--- src/rtl/mult_arbiter.sv ---
// Round-robin arbiter sharing one signed multiplier among NREQ requesters.
// Response LAT cycles after accept, in accept order; the pipeline never stalls and responses cannot be back-pressured.
module mult_arbiter #(
  parameter int WIDTH = 16,
  parameter int NREQ  = 4,
  parameter int LAT   = 2
) (
  input  logic                    clk,
  input  logic                    rst,
  input  logic                    en,
  input  logic [NREQ-1:0]         req_valid,
  input  logic [NREQ*WIDTH-1:0]   req_a,
  input  logic [NREQ*WIDTH-1:0]   req_b,
  output logic [NREQ-1:0]         req_ready,
  output logic [NREQ-1:0]         rsp_valid,
  output logic [2*WIDTH-1:0]      rsp_product,
  output logic                    busy
);

  localparam int PW = (NREQ > 1) ? $clog2(NREQ) : 1;

  logic [PW-1:0]            ptr;
  logic [PW-1:0]            gidx;
  logic [PW-1:0]            nxt_ptr;
  logic                     gnt_any;
  logic [NREQ-1:0]          gnt;
  logic [PW-1:0]            sel;
  int                       idx;

  logic signed [WIDTH-1:0]   a_arr [NREQ];
  logic signed [WIDTH-1:0]   b_arr [NREQ];
  logic signed [WIDTH-1:0]   a_sel;
  logic signed [WIDTH-1:0]   b_sel;
  logic signed [2*WIDTH-1:0] mul;

  logic [LAT-1:0]           vld;
  logic [NREQ-1:0]          tag  [LAT];
  logic [2*WIDTH-1:0]       prod [LAT];

  always_comb begin
    for (int i = 0; i < NREQ; i++) begin
      a_arr[i] = req_a[i*WIDTH +: WIDTH];
      b_arr[i] = req_b[i*WIDTH +: WIDTH];
    end
  end

  // First valid requester at or after the pointer, wrapping past NREQ-1.
  always_comb begin
    gnt_any = 1'b0;
    gidx    = '0;
    idx     = 0;
    sel     = '0;
    gnt     = '0;
    for (int k = 0; k < NREQ; k++) begin
      idx = int'(ptr) + k;
      if (idx >= NREQ) idx = idx - NREQ;
      sel = PW'(idx);
      if (!gnt_any && en && !rst && req_valid[sel]) begin
        gnt_any = 1'b1;
        gidx    = sel;
      end
    end
    if (gnt_any) gnt[gidx] = 1'b1;
  end

  assign req_ready = gnt;
  assign nxt_ptr   = (gidx == PW'(NREQ - 1)) ? '0 : gidx + PW'(1);
  assign a_sel     = a_arr[gidx];
  assign b_sel     = b_arr[gidx];
  assign mul       = (2*WIDTH)'(a_sel) * (2*WIDTH)'(b_sel);

  // Data registers load only behind a valid bit, so the last stage holds the previous product.
  always_ff @(posedge clk or posedge rst) begin
    if (rst) begin
      ptr <= '0;
      vld <= '0;
      for (int i = 0; i < LAT; i++) begin
        tag[i]  <= '0;
        prod[i] <= '0;
      end
    end else begin
      if (gnt_any) begin
        ptr     <= nxt_ptr;
        prod[0] <= mul;
      end
      vld[0] <= gnt_any;
      tag[0] <= gnt;
      for (int i = 1; i < LAT; i++) begin
        vld[i] <= vld[i-1];
        tag[i] <= tag[i-1];
        if (vld[i-1]) prod[i] <= prod[i-1];
      end
    end
  end

  assign rsp_valid   = tag[LAT-1];
  assign rsp_product = prod[LAT-1];
  assign busy        = |vld;

endmodule

--- config.mk ---
export PLATFORM = sky130hd
export DESIGN_NAME = mult_arbiter
export DESIGN_NICKNAME = d
export VERILOG_FILES = /design/src/rtl/mult_arbiter.sv
export SDC_FILE = /design/constraint.sdc
export NUM_CORES = 1
export LEC_CHECK = 0
export BUFFER_PORTS_ARGS = -buffer_cell sky130_fd_sc_hd__buf_2
export CAP_MARGIN = 25
export CORE_MARGIN = 3
export CORE_UTILIZATION = 56
export DETAILED_ROUTE_END_ITERATION = 8
export PLACE_DENSITY_LB_ADDON = 0.12
export SETUP_SLACK_MARGIN = 0.5
export SLEW_MARGIN = 20
export SYNTH_ARGS = -nofsm -noshare
export SYNTH_HDL_FRONTEND = slang
export SYNTH_SLANG_ARGS = --single-unit
--- constraint.sdc ---
create_clock -name clk -period 15.53 [get_ports clk]
set_clock_uncertainty 0.2 [all_clocks]
set_input_delay 3.8825 -clock clk [delete_from_list [all_inputs] [get_ports clk]]
set_output_delay 3.8825 -clock clk [all_outputs]
set_load 0.02 [all_outputs]
==> results.cfg, run 1 <==
[synthesis]
syn_nets = 2035
avgSynthCellArea_um2 = 9.00
synth_edf_count = 0
async_reset_ff_share_pct = 100
synthTopCellsByArea = fa_1 38%, dfrtp_1 14%, inv_1 8.4%
yosysWarnings = 0
synth_top_cell_by_area = fa_1
syn-instance-count = 1552
synth_cell_types = 53
ys_seq_area_share_pct = 13.6
synth-main-ff-cell = dfrtp_1
yosys.area.top_type_share_pct = 37.6
synth_area_um2 = 14000
synth-seq-cells = 76

[timing]
hold_violations = 0
fin_crit_sh_pct = 76.6
period_needed_ns = 11.89
setup_viol = 0
grt_setup_unrepaired = false
fmax_ghz = 0.0841
slew_violations = 0
slew_headroom_pct = 35.0
worst_pin_slew_ns = 0.968
tns_ns = 0
setup_slack_ns = 3.64

[die]
dieArea_um2 = 26900
io_pins = 176
start_util_pct = 57.3
die_h_um = 164
rows = 57
core-area_um2 = 24400
fp.dieW_um = 164

[route]
vias = 10600
via_per_inst = 5.32
drtIter0Drc = 583
dr.pass1.iters = 6
wl_per_cell_um = 17.2
routed_wl_um = 34200
drc = 0
antenna_left = 0

[cts]
clk_latency_ns = 0.33
cts_resized = 0
cts_setup_buffers = 0
hold_buffers = 0
htreeDepth = 3
cts_tree = built
cts_buffer_depth = 2
clkSinkCount = 76
cts_root_buf = clkbuf_16
path_clk_slew_ns = 0.06
cts_made_buffers = 9

[cells_and_area]
layout-drive-gt1-share_pct = 16.5
diodes = 0
most-common-layout-cells = 311 x inv_1, 262 x fa_1, 218 x nand2_1, 175 x buf_2, 171 x nor2_1
finalNetCount = 2142
final_common_cell = inv_1
area_growth_pct = 8.46

[job]
drv_cap = 0

[setup_path]
crit_fanout = 53
cp_slowest_cell = o21ai_2
startpoint_type = input port
cpPeakStageDelay_ns = 0.61
endpoint_kind = register
crit_required_ns = 15.59
critPathArrivalTime_ns = 11.95
critPathKind = in -> reg
crit_top_cell = fa_1

[place]
place_ws_ns = 3.32
dpl.hpwl_um = 28400
gp_congestion = 0.969
placement.io_buffers = 175

[grt]
grt_first_pass_wirelength_um = 55200
grt_max_degree = 77
groute.usage.overall_pct = 26.5
overflow = 0
antenna_found_initial = 0
grt_pass1_vias = 10900

[worst_hold_path]
hp-class = reg -> reg

[run_status]
status = complete, no violations
## layout make-up
class	instances	area, um^2
Clock buffer	9	225
Clock inverter	7	115
Fill cell	2209	9250
Inverter	314	1180
Multi-Input combinational cell	1072	10300
Sequential cell	76	1900
Tap cell	324	405
Timing Repair Buffer	186	998
## Yosys cell counts (11+ instances only)
master	count
inv_1	312
fa_1	262
nand2_1	219
nor2_1	171
ha_1	86
dfrtp_1	76
buf_4	42
o21ai_0	40
mux2_2	32
buf_2	30
nand3_1	29
a21oi_1	27
and2_1	27
nor2b_1	22
xnor2_1	21
o21a_1	19
nand2b_1	14
clkbuf_1	12
mux4_2	11
o21ai_2	11
## sequential cells by signal (all words and copies together) (netlist names)
register     flops
prod            32
ptr              2
rsp_valid        4
tag              4
rsp_product     32
vld              2
## cells by family (layout without fill, tap and decap cells)
logic type                 count (synthesis)  count (layout)  synth area share, %
buffers and inverters                    404             516                 12.6
DFF                                       76              76                 13.6
and+or+nand+nor                          505             505                 15.4
AOI/OAI and AO/OA                        145             145                 6.80
xor gates and xnor gates                  31              31                 1.94
adders and majority gates                348             348                 45.3
muxes                                     43              43                 4.35
## metal layers
layer,up-vias,track usage (%),part of all wire (%)
met1,5234,35.4,40
met4,0,9.34,4.2
met2,358,44.7,50
met5,-,0,0
met3,85,3.56,6.0
li1,4890,-,-
## critical path: cells and delay by family
kind,cells,cell delay (ns)
fa+ha+maj,7,3.15
simple gates,5,0.97
compound gates,10,2.35
buf+inv,8,1.54
## per-stage QoR
| stage | area [um^2] | instances | util (%) | hold WS [ns] |
|---|---|---|---|---|
| 2_1_floorplan | 14000 | 1552 | - | 0.131 |
| 3_3_place_gp | 14700 | 1969 | 60.4 | 0.133 |
| 3_5_place_dp | 14800 | 1970 | 60.5 | 0.135 |
| 4_1_cts | 15100 | 1986 | 61.9 | 0.147 |
| 5_1_grt | 15100 | 1988 | 62.1 | 0.152 |
| 6_report | 15100 | 1988 | 62.1 | 0.147 |
## worst paths after layout
check                             startpoint      endpoint  slack (ns)  cells after the start
worst min register to register        tag[7]  rsp_valid[3]        0.15                      0
max in group asynchronous                rst        tag[5]       11.17                      4
min in group asynchronous                rst        ptr[0]        3.40                      3
worst min-delay path                  tag[7]  rsp_valid[3]        0.15                      0
worst max-delay path            req_valid[0]      prod[57]        3.64                     30
worst max register to register        ptr[1]      prod[57]        6.87                     29
Power of run 1 is left out: the tool's default activity adds up to more than one toggle a clock period on the data nets, which glitch-free logic cannot reach.
==> run 2: changes to the inputs <==
--- a/config.mk
+++ b/config.mk
@@ -8,7 +8,7 @@
 export BUFFER_PORTS_ARGS = -buffer_cell sky130_fd_sc_hd__buf_2
 export CAP_MARGIN = 25
 export CORE_MARGIN = 3
-export CORE_UTILIZATION = 56
+export CORE_UTILIZATION = 55
 export DETAILED_ROUTE_END_ITERATION = 8
 export PLACE_DENSITY_LB_ADDON = 0.12
 export SETUP_SLACK_MARGIN = 0.5
==> constraint.sdc (replaced) <==
create_clock -name clk -period 10.7 [get_ports clk]
set_clock_uncertainty 0.2 [all_clocks]
set_input_delay 2.675 -clock clk [delete_from_list [all_inputs] [get_ports clk]]
set_output_delay 2.675 -clock clk [all_outputs]
set_load 0.02 [all_outputs]
==> run 2 against run 1 <==
Net effect: global-route usage down 0.56 points; cell area up 1.7%; setup slack worse by 2.8 ns; via count up 1.6%; register-to-register slack worse by 4.0 ns; routed wire length up 0.24%; sequential share of layout area down 0.22 points; non-clock buffer count up 28; critical endpoint unchanged; core utilization up 0.53 points; clock-buffer cell count up 1.
==> results.cfg, run 2 (same netlist as run 1, synthesis figures left out) <==
[cells_and_area]
layout-drive-gt1-share_pct = 18.5
area_growth_pct = 10.3
fin_cells = 2016
final_util_pct = 62.6
final_common_cell = inv_1
most-common-layout-cells = 311 x inv_1, 260 x fa_1, 217 x nand2_1, 175 x buf_2, 171 x nor2_1
diodes = 0
finalNetCount = 2170

[place]
placement.io_buffers = 175
dp.cells = 1988
dpl.hpwl_um = 29000
gp_congestion = 0.887

[timing]
tns_ns = 0
period_needed_ns = 9.87
fin_hold_ws_ns = 0.149
slew_violations = 0
grt_setup_unrepaired = true
hold_violations = 0
setup_viol = 0
worst_pin_slew_ns = 0.866
slew_headroom_pct = 41.9
fmax_ghz = 0.101
fin_crit_sh_pct = 92.3

[die]
fp.dieW_um = 165
core-area_um2 = 24600
start_util_pct = 56.8
dieArea_um2 = 27300
io_pins = 176
rows = 57
die_h_um = 165

[cts]
cts_tree = built
clkSinkCount = 76
htreeDepth = 3
cts_root_buf = clkbuf_16
path_clk_slew_ns = 0.06
hold_buffers = 0
cts_made_buffers = 9
cts_buffer_depth = 2
clk_latency_ns = 0.33

[grt]
antenna_found_initial = 0
grt_first_pass_wirelength_um = 54900
overflow = 0
grt_pass1_vias = 10900
groute.usage.overall_pct = 25.9
grt_max_degree = 77

[setup_path]
crit_required_ns = 10.77
critPathKind = in -> reg
crit_fanout = 70
startpoint_type = input port
endpoint_kind = register
critPathArrivalTime_ns = 9.94

[route]
dr.pass1.iters = 5
vias = 10700
via_per_inst = 5.33
wl_per_cell_um = 17.0
drtIter0Drc = 599
routed_wl_um = 34300
drc = 0
antenna_left = 0

[worst_hold_path]
hp-class = reg -> reg

[job]
drv_cap = 0

[run_status]
status = complete, no violations
run 2: cell types whose count changed in the layout (fill, tap and decap cells not counted), moves of 2 or more:
cell	before	now
buf_4	8	35
o21a_1	19	14
o21a_2	0	5
o21ai_2	13	10
buf_12	1	3
fa_1	262	260
fa_2	0	2
ha_1	86	84
ha_4	0	2
o21ai_1	7	9
run 2: critical path, stage by stage:
cell and delay, ns:
buf_2 0.12, nor2b_1 0.14, nor3_1 0.18, a31oi_1 0.05
or3_2 0.45, buf_12 0.20, mux4_2 0.41, buf_4 0.21
nand2_1 0.11, fa_1 0.53, fa_1 0.51, fa_1 0.52
inv_1 0.05, fa_1 0.50, fa_1 0.49, inv_1 0.05
fa_1 0.51, inv_1 0.05, ha_1 0.36, inv_1 0.14
o221ai_1 0.15, a31oi_2 0.30, a21oi_1 0.15, a21oi_1 0.20
o221ai_1 0.21, or4_1 0.49, nand3_1 0.09
run 2: worst paths after layout:
path                            slack [ns]           end  cells after the start         start
worst max-delay path                  0.83      prod[57]                     27  req_valid[0]
worst min-delay path                  0.15  rsp_valid[0]                      0        tag[4]
worst max register to register        2.91      prod[57]                     26        ptr[0]
worst min register to register        0.15  rsp_valid[0]                      0        tag[4]
max in group asynchronous             7.52      prod[53]                      4           rst
min in group asynchronous             2.22        ptr[0]                      3           rst
run 2: area by class of cell:
| cell class | instances | area [um^2] |
|---|---|---|
| multi-input cells | 1072 | 10400 |
| fillers | 2190 | 9200 |
| clock buffers | 10 | 239 |
| inverters | 314 | 1180 |
| clock inverters | 6 | 86.3 |
| well taps | 324 | 405 |
| flip-flops and latches | 76 | 1900 |
| repair buffers | 214 | 1230 |
run 2: timing repair:
item | 4_1_cts | 5_1_grt
gates resized for setup | 0 | 8
setup buffers | 0 | 11
endpoints found under the setup margin | 0 | 7
run 2: metal layers:
layer / global-route usage [%] / routed length (um)
met1: 33.1 / 13600
met2: 46.5 / 17600
met3: 3.47 / 2060
met4: 6.99 / 1010
met5: 0 / 0
run 2: metrics by stage:
step | cell area [um^2] | worst slack (ns)
CTS | 15300 | 0.662
floorplan | 14000 | 0.496
global placement | 14900 | 0.428
detailed placement | 14900 | 0.349
global route | 15400 | 0.470
finish | 15400 | 0.827
Power of run 2 is left out for the same reason.
